[src/rtl/mul_arb.sv]
// Two-requester round-robin front end for a shared multi-cycle multiplier.
// Optional BUSY watchdog enabled by defining MUL_ARB_TIMEOUT_EN.
module mul_arb #(
   parameter int unsigned SIZE    = 32,
   parameter int unsigned TIMEOUT = 16
) (
   input  logic            clk,
   input  logic            rst,
   input  logic            r0_valid,
   input  logic [SIZE-1:0] r0_op1,
   input  logic [SIZE-1:0] r0_op2,
   input  logic [2:0]      r0_op,
   output logic            r0_ready,
   output logic            r0_rsp_valid,
   output logic [SIZE-1:0] r0_result,
   output logic            r0_rsp_err,
   input  logic            r1_valid,
   input  logic [SIZE-1:0] r1_op1,
   input  logic [SIZE-1:0] r1_op2,
   input  logic [2:0]      r1_op,
   output logic            r1_ready,
   output logic            r1_rsp_valid,
   output logic [SIZE-1:0] r1_result,
   output logic            r1_rsp_err,
   output logic            mul_start,
   output logic [SIZE-1:0] mul_op1,
   output logic [SIZE-1:0] mul_op2,
   output logic [2:0]      mul_op,
   input  logic [SIZE-1:0] mul_result,
   input  logic            mul_done,
   output logic            busy
);

   localparam logic [1:0] IDLE = 2'd0;
   localparam logic [1:0] BUSY = 2'd1;
   localparam logic [1:0] GAP  = 2'd2;

   if (TIMEOUT < 1) begin : g_bad_timeout
      $error("mul_arb: TIMEOUT must be at least 1");
   end

   logic [1:0]      state;
   logic [1:0]      state_nxt;
   logic            last_gnt;   // also identifies the owner of the in-flight op
   logic            accept;
   logic            sel;
   logic            rsp;
   logic [SIZE-1:0] res_val;

`ifdef MUL_ARB_TIMEOUT_EN
   localparam int unsigned TW = (TIMEOUT > 1) ? $clog2(TIMEOUT + 1) : 1;
   logic [TW-1:0] tcnt;
   logic          tmo;
`endif

   // state register
   always_ff @(posedge clk) begin
      if (rst) state <= IDLE;
      else     state <= state_nxt;
   end

   // next state, arbitration and completion decode
   always_comb begin
      state_nxt = state;
      accept    = 1'b0;
      rsp       = 1'b0;
`ifdef MUL_ARB_TIMEOUT_EN
      tmo       = 1'b0;
`endif
      sel = (r0_valid && r1_valid) ? ~last_gnt : r1_valid;
      case (state)
         IDLE: begin
            if (!rst && (r0_valid || r1_valid)) begin
               accept    = 1'b1;
               state_nxt = BUSY;
            end
         end
         BUSY: begin
            if (mul_done) begin
               rsp       = 1'b1;
               state_nxt = GAP;
            end
`ifdef MUL_ARB_TIMEOUT_EN
            else if (tcnt == TW'(TIMEOUT - 1)) begin
               rsp       = 1'b1;
               tmo       = 1'b1;
               state_nxt = GAP;
            end
`endif
         end
         GAP:     state_nxt = IDLE;
         default: state_nxt = IDLE;
      endcase
   end

   assign r0_ready = accept & ~sel;
   assign r1_ready = accept & sel;

`ifdef MUL_ARB_TIMEOUT_EN
   assign res_val = tmo ? '0 : mul_result;
`else
   assign res_val = mul_result;
`endif

   // captured operands, grant history, results and response pulses
   always_ff @(posedge clk) begin
      if (rst) begin
         last_gnt     <= 1'b1;
         mul_op1      <= '0;
         mul_op2      <= '0;
         mul_op       <= 3'b000;
         mul_start    <= 1'b0;
         busy         <= 1'b0;
         r0_rsp_valid <= 1'b0;
         r1_rsp_valid <= 1'b0;
         r0_result    <= '0;
         r1_result    <= '0;
      end else begin
         mul_start    <= (state_nxt == BUSY);
         busy         <= (state_nxt != IDLE);
         r0_rsp_valid <= rsp & ~last_gnt;
         r1_rsp_valid <= rsp & last_gnt;
         if (accept) begin
            last_gnt <= sel;
            mul_op1  <= sel ? r1_op1 : r0_op1;
            mul_op2  <= sel ? r1_op2 : r0_op2;
            mul_op   <= sel ? r1_op  : r0_op;
         end
         if (rsp) begin
            if (last_gnt) r1_result <= res_val;
            else          r0_result <= res_val;
         end
      end
   end

`ifdef MUL_ARB_TIMEOUT_EN
   // BUSY watchdog and abort flags
   always_ff @(posedge clk) begin
      if (rst) begin
         tcnt       <= '0;
         r0_rsp_err <= 1'b0;
         r1_rsp_err <= 1'b0;
      end else begin
         tcnt <= (state == BUSY && state_nxt == BUSY) ? tcnt + TW'(1) : '0;
         if (rsp) begin
            if (last_gnt) r1_rsp_err <= tmo;
            else          r0_rsp_err <= tmo;
         end
      end
   end
`else
   assign r0_rsp_err = 1'b0;
   assign r1_rsp_err = 1'b0;
`endif

endmodule

[config.mk]
export PLATFORM = sky130hd
export DESIGN_NAME = mul_arb
export DESIGN_NICKNAME = d
export VERILOG_FILES = /design/src/rtl/mul_arb.sv
export SDC_FILE = /design/constraint.sdc
export NUM_CORES = 1
export LEC_CHECK = 0
export ABC_AREA = 0
export ABC_CLOCK_PERIOD_IN_PS = 2910
export CORE_AREA = 2 2 119 121
export CTS_BUF_LIST = sky130_fd_sc_hd__clkbuf_8
export CTS_CLUSTER_SIZE = 8
export DETAILED_ROUTE_END_ITERATION = 10
export DIE_AREA = 0 0 121 123
export PLACE_DENSITY = 0.93
export SYNTH_ARGS = -nofsm -noshare
export SYNTH_HDL_FRONTEND = slang
export SYNTH_SLANG_ARGS = --single-unit
[constraint.sdc]
create_clock -name clk -period 2.91 [get_ports clk]
set_clock_uncertainty 0.2 [all_clocks]
set_input_delay 0.582 -clock clk [delete_from_list [all_inputs] [get_ports clk]]
set_output_delay 0.582 -clock clk [all_outputs]
set_load 0.005 [all_outputs]
==> metrics.cfg <==
[floorplanning]
num_io_pins=310
num_rows=43
start_util_pct=39.3
die_area_sq_um=14900
die_w_microns=121
dieHeight_microns=123
core_area_sq_um=13600

[synth]
ys_seq_area_share_pct=51.6
ys.warnings.count=0
synth_top_area_share_pct=51.6
synth_edf_count=0
netlist_area_sq_um=5350
synth-seq-cells=138
synth_cells=588
ys.flop_type=dfxtp_1
synth_top_cell_by_area=dfxtp_1
ys_top_cells_by_area=dfxtp_1, a221o_1, nand2_1
ys_async_sr_fraction_pct=0
synth.distinct_cells=30
syn_area_per_cell_sq_um=9.10

[run_status]
status=completed

[global_route]
grt_max_degree=88
grt_overflow_total=0
grt_usage_pct=24.6
grt_pass1_vias=5539
grt_pass1_wl_mm=28.5
grt_antenna_before_repair=0

[power]
leakage_nw=3.30
power_density_nw_per_um2=503
vdd.ir_drop.worst_uv=250
finalPower_w=0.00442

[timing]
fmax_mhz=363
hold_ws_ns=0.254
setup_viol_count_final=0
tightest_slew_ns=0.995
rsz0062_at_grt=no
finalMaxSlewViolations=0
finalHoldViolCount=0
setup_tns_ns=0
period_minus_slack_ns=2.75
maxSlewHeadroom_pct=33.4
period_share_pct=94.6

[clocking]
cts_resized=0
cts.htree.levels=4
cts-buffers-inserted=17
cts_tree=yes
root_buffer=clkbuf_8
postCtsHoldBufs=0
clk_latency_ns=0.43
clk_transition_reported_paths_ns=0.07
post_cts.repair.setup_buffers=0
clock_sinks=138
clock_path_buffers=2

[placement]
hpwl_mm=13.3
place_congestion=0.851
port-buffer-count=307
placed_area_sq_um=8400

[setup_path]
path_max_fanout=4
critPathKind=input port to primary output
cp_data_required_time_ns=2.13
timing.rr.start=state[0]
worst_setup_path_end_kind=primary output
cp-startpoint=r1_valid
worstPathArrival_ns=1.97
critPathLaunchType=input port

[routing]
wire_per_inst_microns=17.6
drt_iter0_markers=467
first_pass_iters=5
num_vias=5612
wl_mm=18.7
viasPerCell=5.28
antenna_left=0
drc=0

[final_layout]
syn_to_final_growth_pct=64.3
stdcell_area_sq_um=8790
nets=1041
fillers=1080
drive_gt1_share_pct=6.34
num_antenna_cells=0

[flow_run]
max_cap_viol_count=0

[hold_path]
worstHoldStart=r0_result[15]
hold_class=flip-flop to flip-flop

-- through the flow --
step                utilization [%]  setup WS (ns)  std cells
floorplan                         -          0.627        589
global placement               61.7          0.148       1031
detailed placement             61.7          0.118       1031
CTS                            64.6          0.110       1063
global route                   64.6         0.0712       1063
finish                         64.6          0.159       1063
-- layer usage --
layer	vias up	wire [microns]	GRT usage [%]	share of wire (%)
met1	2620	7440	29.2	40
met3	53	1380	6.87	7.4
met5	-	0	0	0
met4	0	754	13.5	4.0
met2	265	9090	40.2	49
li1	2674	-	-	-
-- critical path: stages --
cell,delay [ns]
clkdlybuf4s50_1,0.47
nand2b_1,0.12
and3_1,0.22
clkdlybuf4s50_1,0.58
-- cell families (layout without fill, tap and decap cells) --
kind of cell | Yosys count | after routing | share of synthesized area [%]
buf+inv | 62 | 356 | 7.42
simple gates | 233 | 233 | 21.0
compound gates | 154 | 154 | 19.9
flops | 138 | 138 | 51.6
other cells | 1 | 2 | 0.0701
-- state kept, by name, indices dropped and copies added (netlist names) --
name	flops
mul_start	1
r1_rsp_valid	1
r0_rsp_valid	1
mul_op1	32
r1_result	32
r0_result	32
last_gnt	1
mul_op2	32
busy	1
state	2
mul_op	3
-- power breakdown --
part | internal (W) | switching, W
Combinational | 0.000507 | 0.000320
Sequential | 0.00201 | 0.0000718
Clock | 0.000758 | 0.000762
-- area by class of cell --
cell class              count  area, sq um  share of cell area, %
clock buffers              17          234                   2.66
clock inverters            15          149                   1.69
multi-input cells         389         2210                   25.1
flip-flops and latches    138         2760                   31.4
well taps                 180          225                   2.56
repair buffers            324         3210                   36.5
-- cells in the mapped netlist, types with 3 or more instances --
cell and instances:
a21oi_1 64, a221o_1 49, a31oi_1 18, and3_1 50
buf_12 3, buf_2 17, buf_4 9, buf_6 8
clkbuf_1 25, dfxtp_1 138, nand2_1 130, nand3_1 18
nand4_1 18, nor2_1 5, o21ai_0 18
-- layout by cell type (no fill, tap or decap) --
| cell type | synthesis | routed |
|---|---|---|
| clkdlybuf4s50_1 | 0 | 306 |
| dfxtp_1 | 138 | 138 |
| nand2_1 | 130 | 130 |
| a21oi_1 | 64 | 64 |
| and3_1 | 50 | 50 |
| a221o_1 | 49 | 49 |
| nand3_1 | 18 | 18 |
| nand4_1 | 18 | 18 |
| o21ai_0 | 18 | 18 |
| a31oi_1 | 18 | 18 |
| clkbuf_8 | 0 | 17 |
| buf_4 | 9 | 16 |
| nor2_1 | 5 | 5 |
| clkinv_2 | 0 | 5 |
| clkinvlp_4 | 0 | 5 |
| and2_1 | 2 | 2 |
| or2_2 | 2 | 2 |
| o211a_1 | 2 | 2 |
| conb_1 | 1 | 2 |
| bufinv_16 | 0 | 2 |
| inv_6 | 0 | 2 |
| nor3_4 | 1 | 1 |
| a21boi_4 | 0 | 1 |
| nand2b_1 | 1 | 1 |
| and4bb_2 | 1 | 1 |
| nand4bb_1 | 1 | 1 |
| and4b_1 | 1 | 1 |
| nand4b_1 | 1 | 1 |
| a21oi_4 | 0 | 1 |
| or2_1 | 1 | 1 |
| nor3_1 | 1 | 1 |
| a211o_1 | 1 | 1 |
| clkinv_4 | 0 | 1 |
| buf_2 | 17 | 1 |
| buf_12 | 3 | 1 |
-- path summary, 6_finish.rpt --
path	to	slack, ns	depth (start not counted)
min reg2reg	r0_result[15]	0.25	2
max reg2reg	mul_op1[19]	0.93	4
min	r0_result[15]	0.25	2
max	r0_ready	0.16	4
Power figures use the tool's default switching activity.
